$ cat config.mk
export PLATFORM = sky130hd
export DESIGN_NAME = mul_arb
export DESIGN_NICKNAME = d
export VERILOG_FILES = /design/src/rtl/mul_arb.sv
export SDC_FILE = /design/constraint.sdc
export NUM_CORES = 1
export LEC_CHECK = 0
export CAP_MARGIN = 20
export CELL_PAD_IN_SITES_DETAIL_PLACEMENT = 1
export CELL_PAD_IN_SITES_GLOBAL_PLACEMENT = 1
export CORE_ASPECT_RATIO = 1.75
export CORE_MARGIN = 10
export CORE_UTILIZATION = 32
export DETAILED_ROUTE_END_ITERATION = 10
export GPL_TIMING_DRIVEN = 0
export HOLD_SLACK_MARGIN = 0.03
export PLACE_DENSITY = 0.83
export SLEW_MARGIN = 20
export SYNTH_ARGS = -nofsm -noshare
export SYNTH_HDL_FRONTEND = slang
export SYNTH_SLANG_ARGS = --single-unit
$ cat constraint.sdc
create_clock -name clk -period 5.1 [get_ports clk]
set_clock_uncertainty 0.1 [all_clocks]
set_input_delay 0.765 -clock clk [delete_from_list [all_inputs] [get_ports clk]]
set_output_delay 0.765 -clock clk [all_outputs]
set_load 0.02 [all_outputs]
$ cat src/rtl/mul_arb.sv
// mul_arb: two requesters share one external pipelined multiplier. Round-robin issue,
// an owner/tag pipe that tracks in-flight ops, and credit-limited per-requester result FIFOs.
module mul_arb #(
    parameter int XLEN  = 32,
    parameter int LAT   = 2,
    parameter int DEPTH = 2,
    parameter int TAGW  = 4
) (
    input  logic                  clk,
    input  logic                  reset,
    input  logic [1:0]            ReqValid,
    output logic [1:0]            ReqReady,
    input  logic [1:0][XLEN-1:0]  ReqSrcA,
    input  logic [1:0][XLEN-1:0]  ReqSrcB,
    input  logic [1:0][2:0]       ReqFunct3,
    input  logic [1:0][TAGW-1:0]  ReqTag,
    input  logic [1:0]            ReqFlush,
    output logic [1:0]            RspValid,
    input  logic [1:0]            RspReady,
    output logic [1:0][XLEN-1:0]  RspResult,
    output logic [1:0][TAGW-1:0]  RspTag,
    output logic [XLEN-1:0]       MulSrcA,
    output logic [XLEN-1:0]       MulSrcB,
    output logic [2:0]            MulFunct3,
    input  logic [2*XLEN-1:0]     MulProd
);
    localparam int CW = $clog2(DEPTH + 1);
    localparam logic [CW-1:0] FULL = CW'(DEPTH);

    // Handshake: a transfer happens on a rising edge where valid and ready are both 1.
    // ReqReady is this cycle's grant; RspValid means the FIFO head is present.

    logic [1:0]           eligible, grant, pop, push;
    logic                 last_grant, gsel;
    logic [1:0][CW-1:0]   credit, count, wr_idx;

    logic [LAT-1:0]             pipe_v, pipe_own, pipe_hi;
    logic [LAT-1:0][TAGW-1:0]   pipe_tag;
    logic                       ret_v, ret_own;
    logic [XLEN-1:0]            ret_data;

    logic [1:0][DEPTH-1:0][XLEN-1:0] fifo_data;
    logic [1:0][DEPTH-1:0][TAGW-1:0] fifo_tag;

    assign eligible = ReqValid & ~ReqFlush & {2{reset}} & {credit[1] != '0, credit[0] != '0};

    always_comb begin
        grant = eligible;
        if (eligible == 2'b11)
            grant = last_grant ? 2'b01 : 2'b10;
    end

    assign gsel     = grant[1];
    assign ReqReady = grant;

    always_comb begin
        MulSrcA   = '0;
        MulSrcB   = '0;
        MulFunct3 = '0;
        if (|grant) begin
            MulSrcA   = ReqSrcA[gsel];
            MulSrcB   = ReqSrcB[gsel];
            MulFunct3 = ReqFunct3[gsel];
        end
    end

    // A flush of the owner kills an op in every pipe stage, including the one retiring now.
    assign ret_own  = pipe_own[LAT-1];
    assign ret_v    = pipe_v[LAT-1] & ~ReqFlush[ret_own];
    assign ret_data = pipe_hi[LAT-1] ? MulProd[2*XLEN-1:XLEN] : MulProd[XLEN-1:0];

    always_ff @(posedge clk or negedge reset) begin
        if (!reset) begin
            pipe_v     <= '0;
            pipe_own   <= '0;
            pipe_hi    <= '0;
            pipe_tag   <= '0;
            last_grant <= 1'b1;
        end else begin
            pipe_v[0]   <= |grant;
            pipe_own[0] <= gsel;
            pipe_hi[0]  <= |ReqFunct3[gsel][1:0];
            pipe_tag[0] <= ReqTag[gsel];
            for (int s = 1; s < LAT; s++) begin
                pipe_v[s]   <= pipe_v[s-1] & ~ReqFlush[pipe_own[s-1]];
                pipe_own[s] <= pipe_own[s-1];
                pipe_hi[s]  <= pipe_hi[s-1];
                pipe_tag[s] <= pipe_tag[s-1];
            end
            if (|grant)
                last_grant <= gsel;
        end
    end

    assign RspValid  = {count[1] != '0, count[0] != '0};
    assign pop       = RspValid & RspReady;
    assign push      = {ret_v & ret_own, ret_v & ~ret_own};
    assign RspResult = {fifo_data[1][0], fifo_data[0][0]};
    assign RspTag    = {fifo_tag[1][0], fifo_tag[0][0]};
    assign wr_idx[0] = count[0] - CW'(pop[0]);
    assign wr_idx[1] = count[1] - CW'(pop[1]);

    // Head is always entry 0; a pop shifts the rest down and a same-cycle push lands behind it.
    always_ff @(posedge clk or negedge reset) begin
        if (!reset) begin
            count     <= '0;
            credit    <= {2{FULL}};
            fifo_data <= '0;
            fifo_tag  <= '0;
        end else begin
            for (int i = 0; i < 2; i++) begin
                if (ReqFlush[i]) begin
                    count[i]  <= '0;
                    credit[i] <= FULL;
                end else begin
                    if (pop[i]) begin
                        for (int k = 0; k < DEPTH - 1; k++) begin
                            fifo_data[i][k] <= fifo_data[i][k+1];
                            fifo_tag[i][k]  <= fifo_tag[i][k+1];
                        end
                    end
                    for (int k = 0; k < DEPTH; k++) begin
                        if (push[i] && wr_idx[i] == CW'(k)) begin
                            fifo_data[i][k] <= ret_data;
                            fifo_tag[i][k]  <= pipe_tag[LAT-1];
                        end
                    end
                    count[i] <= count[i] + CW'(push[i]) - CW'(pop[i]);
                    if (grant[i] && !pop[i] && credit[i] != '0)
                        credit[i] <= credit[i] - 1'b1;
                    else if (pop[i] && !grant[i] && credit[i] != FULL)
                        credit[i] <= credit[i] + 1'b1;
                end
            end
        end
    end

    for (genvar g = 0; g < 2; g++) begin : g_chk
        a_fifo_ovf: assert property (@(posedge clk) disable iff (!reset)
            !(push[g] && !pop[g] && count[g] == FULL));
        a_credit_max: assert property (@(posedge clk) disable iff (!reset) credit[g] <= FULL);
    end

    a_funct3: assert property (@(posedge clk) disable iff (!reset) (|grant) |-> !MulFunct3[2]);

endmodule

Yosys cells after proc, flatten, opt, wreduce, memory -nomap -nowiden
Index checks and enable logic that the tools add are counted.
- shifts and indexed selects: 0
- multiplexer cells: 34
- equality and inequality tests: 5
- divide/modulo/power cells: 0
- $add $sub $neg: 10
- magnitude comparators: 3
- bitwise gates (word level): 14
- reductions and logical operators: 32
- $mul: 0
- operator list (operator ; count):
    32-bit 2-to-1 mux ; 11
    4-bit 2-to-1 mux ; 6
    2-bit 2-to-1 mux ; 10
    1-bit logical AND ; 12
    2-bit nonzero test ; 6
    3-bit 2-to-1 mux ; 3
    2-bit bitwise AND ; 4
    2-bit AND reduction ; 4
    2-bit by 1-bit subtractor with 2-bit output ; 4
    1-bit by 2-bit less-than comparator with 1-bit output (second input constant) ; 3
    3-bit nonzero test ; 2
    1-bit inverter ; 5
    2-bit by 1-bit adder with 2-bit output ; 2
    2-bit by 1-bit adder with 2-bit output (second input constant) ; 2
    1-bit bitwise AND ; 4
    2-bit by 1-bit equality test with 1-bit output (second input constant) ; 2
    1-bit logical NOT ; 4
    2-bit logical NOT ; 2
    1-bit 2-to-1 mux ; 4
    2-bit inequality test (second input constant) ; 2
    2-bit OR reduction ; 2
    2-bit by 1-bit subtractor with 2-bit output (second input constant) ; 2
    2-bit equality test (second input constant) ; 1
    2-bit inverter ; 1
- bits in latches: 0
- output and inout port bits: 143
- bits of input ports: 214
- memories: 0
- RAM bits: 0
- ROM bits: 0
- flip-flop bits (word level): 167

Depth between registers and ports, before layout
- depth after elaboration: 12
- mapped depth: 11
- gate-level depth less buffers: 9

Worst setup path before layout
OpenSTA, ideal clock, no wires.
- path type: input to output
- from: in ReqFlush[1]
- to: out MulSrcA[23]
- setup slack: 2.168 ns
- arrival time: 2.067 ns
- path buffers: 1
- stages on the path: 5
- path through: inv_1 -> o2111ai_1 -> a21oi_2 -> clkbuf_1 -> a22o_1
- longest elaborated chain between the ends: 9
- ends and longest elaborated chain (what ; RTL line ; RTL):
    start: declaration ; 17 ; input logic [1:0] ReqFlush,
    2-bit inverter (*) ; 45 ; assign eligible = ReqValid & ~ReqFlush & {2{reset}} & {credit[1] != '0, credit[0] != '0};
    2-bit bitwise AND (*) (3 in series) ; 45 ;
    2-bit equality test ; 49 ; if (eligible == 2'b11)
    2-bit 2-to-1 mux (*) ; 49 ;
    net ReqReady[1] ; 12 ; output logic [1:0] ReqReady,
    32-bit 2-to-1 mux (not written as such) (2 in series) ; 61 ; MulSrcA = ReqSrcA[gsel];
    32-bit 2-to-1 mux (*) ; 60 ; if (|grant) begin
    end: declaration ; 22 ; output logic [XLEN-1:0] MulSrcA,
The timed path passes the listed nets; every way through them passes the cells marked *. The select of a mux whose other input is x is not followed.

Worst setup path after layout
- from: in ReqFlush[1]
- to: out MulSrcB[29]
- longest elaborated chain between the ends: 9
- ends and longest elaborated chain (what ; RTL line ; RTL):
    2-bit inverter (*) ; 45 ;
    2-bit bitwise AND (*) (3 in series) ; 45 ;
    2-bit equality test ; 49 ;
    2-bit 2-to-1 mux (*) ; 49 ;
    32-bit 2-to-1 mux (not written as such) (2 in series) ; 62 ; MulSrcB = ReqSrcB[gsel];
    32-bit 2-to-1 mux (*) ; 60 ;
    end: declaration ; 23 ; output logic [XLEN-1:0] MulSrcB,
Mark *: on every way between the ends. The rest lies on a longest branch, timed or not. The select of a mux whose other input is x is not followed.

==> results.py <==
metrics = {
    "timing": {
        "setup_viol": 0,
        "worst_pin_slew_ns": 0.750,
        "slew_viol_final": 0,
        "rsz0062_at_grt": "false",
        "finalHoldViolations": 0,
        "fin_crit_sh_pct": 89.7,
        "timing.final.crit_period_ns": 4.58,
        "tns_ns": 0,
        "relSlewSlack_pct": 50.0,
        "fmax_mhz": 218,
        "hold_slack_ns": 0.225,
    },
    "yosys": {
        "syn_nets": 1082,
        "synth_top_cell_by_area": "dfrtp_1",
        "synth_area_leaders": "dfrtp_1 48%, mux2i_1 7.9%, a22o_1 6.8%, buf_4 6.4%, nor2_1 4.6%",
        "syn-cell-area_mm2": 0.00860,
        "syn_area_per_cell_um2": 9.98,
        "syn-instance-count": 862,
        "ys.flop_type": "dfrtp_1",
        "synth_edf_count": 0,
        "ys_seq_area_share_pct": 48.6,
        "yosysTopAreaCellShare_pct": 47.7,
        "ys_ff_latch": 167,
        "yosysUniqueCellTypes": 44,
        "synthArstFlopShare_pct": 100,
        "synth_warnings": 0,
    },
    "critical_path": {
        "start_kind": "input pin",
        "worst_path_largest_cell_delay_ns": 0.66,
        "required_ns": 4.24,
        "crit_arrival_ns": 3.71,
        "slowest_stage": "clkdlybuf4s50_1",
        "crit_chain": "clkdlybuf4s50_1 -> inv_1 -> o2111ai_1 -> a21oi_2 -> buf_2 -> buf_2 -> a22o_1 -> clkdlybuf4s50_1",
        "path_depth": 8,
        "path_class": "in -> out",
        "crit_family": "buffers and inverters",
        "worstPathMaxFanout": 10,
        "cp_num_buf_inv": 5,
        "end_kind": "output pin",
        "reg2regPathDepth": 11,
    },
    "grt": {
        "grt.overflow.total": 0,
        "grt_pass1_vias": 8976,
        "grt_max_degree": 95,
        "antenna_found_initial": 1,
        "grt_pass1_wl_um": 53900,
        "grt_usage_pct": 20.4,
    },
    "hold_path": {
        "hold_path.class": "in -> async",
    },
    "routing": {
        "vias": 8036,
        "drt_iter0_drc": 454,
        "vias_per_cell": 5.10,
        "avgRoutedWirePerCell_um": 22.5,
        "routed_wl_um": 35400,
        "drt-pass1-iter-count": 4,
        "drc_errors": 0,
        "drtAntennaViolNets": 0,
    },
    "floorplan": {
        "initial_core_util_pct": 32.4,
        "rows": 79,
        "die_area_mm2": 0.0341,
        "coreArea_mm2": 0.0266,
        "io_pins": 357,
        "die_w_um": 144,
        "die_h_um": 237,
    },
    "final_layout": {
        "multi_input_area_mm2": 0.00353,
        "fin_nets": 1457,
        "layout_commonest_cell": "clkdlybuf4s50_1",
        "final_area_mm2": 0.0132,
        "final_cell_mix": "354 x clkdlybuf4s50_1, 164 x dfrtp_1, 106 x nor2_1",
        "drive_gt1_share_pct": 12.9,
        "regArea_mm2": 0.00418,
        "fillerInstances": 2943,
        "area_growth_pct": 53.3,
    },
    "clock_network": {
        "post_cts_buffers": 0,
        "cts_tree": "built",
        "cts_root_buf": "clkbuf_16",
        "cts_repair_resize_count": 0,
        "hold_buffers": 0,
        "clk-insertion-delay-late_ns": 0.43,
        "clock_sinks": 167,
        "numCtsBuffers": 17,
        "clockBufferDepth": 2,
        "clkSlewWorstSetupHoldPaths_ns": 0.07,
        "htreeDepth": 4,
    },
    "place": {
        "port_buffers": 355,
        "gp_congestion": 0.830,
        "placed_area_mm2": 0.0126,
        "hpwl_um": 28100,
    },
    "power": {
        "leakage_nw": 6.04,
        "power_mw": 5.89,
        "powerDensity_mw_per_mm2": 447,
        "vdd_drop_max_uv": 271,
    },
    "flow_run": {
        "maxCapViolCount": 0,
    },
    "run_status": {
        "status": "finished, final reports clean",
    },
}
metal layers:
metal,wire length (um),vias up,GRT usage (%),part of all wire [%]
met3,1990,38,5.03,5.6
met4,628,0,5.37,1.8
met1,13100,4032,21.7,37
met2,19700,226,38.4,56
met5,0,-,0,0
li1,-,3740,-,-
where the power goes:
group | leakage [nW] | internal, mW | total (mW) | switching (mW)
sequential | 2.11 | 1.75 | 2.00 | 0.249
combinational | 3.64 | 1.36 | 2.58 | 1.23
clock | 0.288 | 0.710 | 1.31 | 0.603
registers in the layout, indices dropped and copies added, names as in the netlist:
register	cells
pipe_v	2
pipe_tag	8
count	4
RspTag	8
fifo_data	64
pipe_hi	2
credit	4
last_grant	1
RspResult	64
pipe_own	2
fifo_tag	8
worst paths after layout:
path	start	to	slack [ns]
worst max-delay path	ReqFlush[1]	MulSrcB[29]	0.52
worst min-delay path	reset	RspResult[48]$_DFFE_PN0P_	0.23
worst max register to register	count[1]$_DFF_PN0_	RspResult[6]$_DFFE_PN0P_	1.61
worst min register to register	pipe_tag[1]$_DFF_PN0_	pipe_tag[5]$_DFF_PN0_	0.25
max in group asynchronous	reset	pipe_hi[0]$_DFF_PN0_	3.79
min in group clk	pipe_tag[1]$_DFF_PN0_	pipe_tag[5]$_DFF_PN0_	0.25
cells by family (layout without fill, tap and decap cells):
| family | after synthesis | after routing | synth area share (%) |
|---|---|---|---|
| buf+inv | 148 | 536 | 10.4 |
| other cells | 0 | 1 | 0 |
| mux | 80 | 80 | 9.48 |
| xor+xnor | 8 | 8 | 0.815 |
| simple gates | 193 | 193 | 9.05 |
| compound gates | 260 | 260 | 20.8 |
| fa+ha+maj | 6 | 6 | 0.873 |
| flops | 167 | 167 | 48.6 |
synth_stat cells, types with 3 or more instances:
cell type  instances
a21oi_1           39
dfrtp_1          164
o22a_1            40
buf_6              4
buf_2             24
buf_4             73
a31oi_1           32
buf_1              4
mux2i_1           68
nand2_1           70
o21ai_0           66
mux2_2            12
o22ai_1            5
ha_1               6
xor2_1             3
clkbuf_1          35
inv_1              6
xnor2_1            5
nor2_1           106
a22o_1            67
dfstp_2            3
or2_2              3
through the flow:
stage          std cells  worst slack (ns)  util [%]
4_1_cts             1574             0.479      49.6
6_report            1575             0.523      49.6
3_5_place_dp        1542             0.489      47.4
3_3_place_gp        1541             -6.12      47.2
5_1_grt             1574             0.313      49.6
2_1_floorplan        862              2.17         -
worst register-to-register path, delay by kind of cell (launching register included):
family,cells,cell delay [ns]
XOR/XNOR,1,0.17
flip-flops,1,0.41
AO/OA/AOI/OAI,2,0.46
buffers and inverters,3,0.82
adder cells (fa/ha/maj),1,0.30
AND/OR/NAND/NOR,4,1.08
final cells by class:
cell class              instances  area share [%]
well taps                     324            3.07
plain buffers                 141            6.56
inverters                       7           0.199
clock inverters                14            1.17
multi-input cells             547            26.8
clock buffers                  18            3.33
repair buffers                356            27.2
diodes                          1          0.0190
flip-flops and latches        167            31.7
Power figures use the tool's default switching activity.
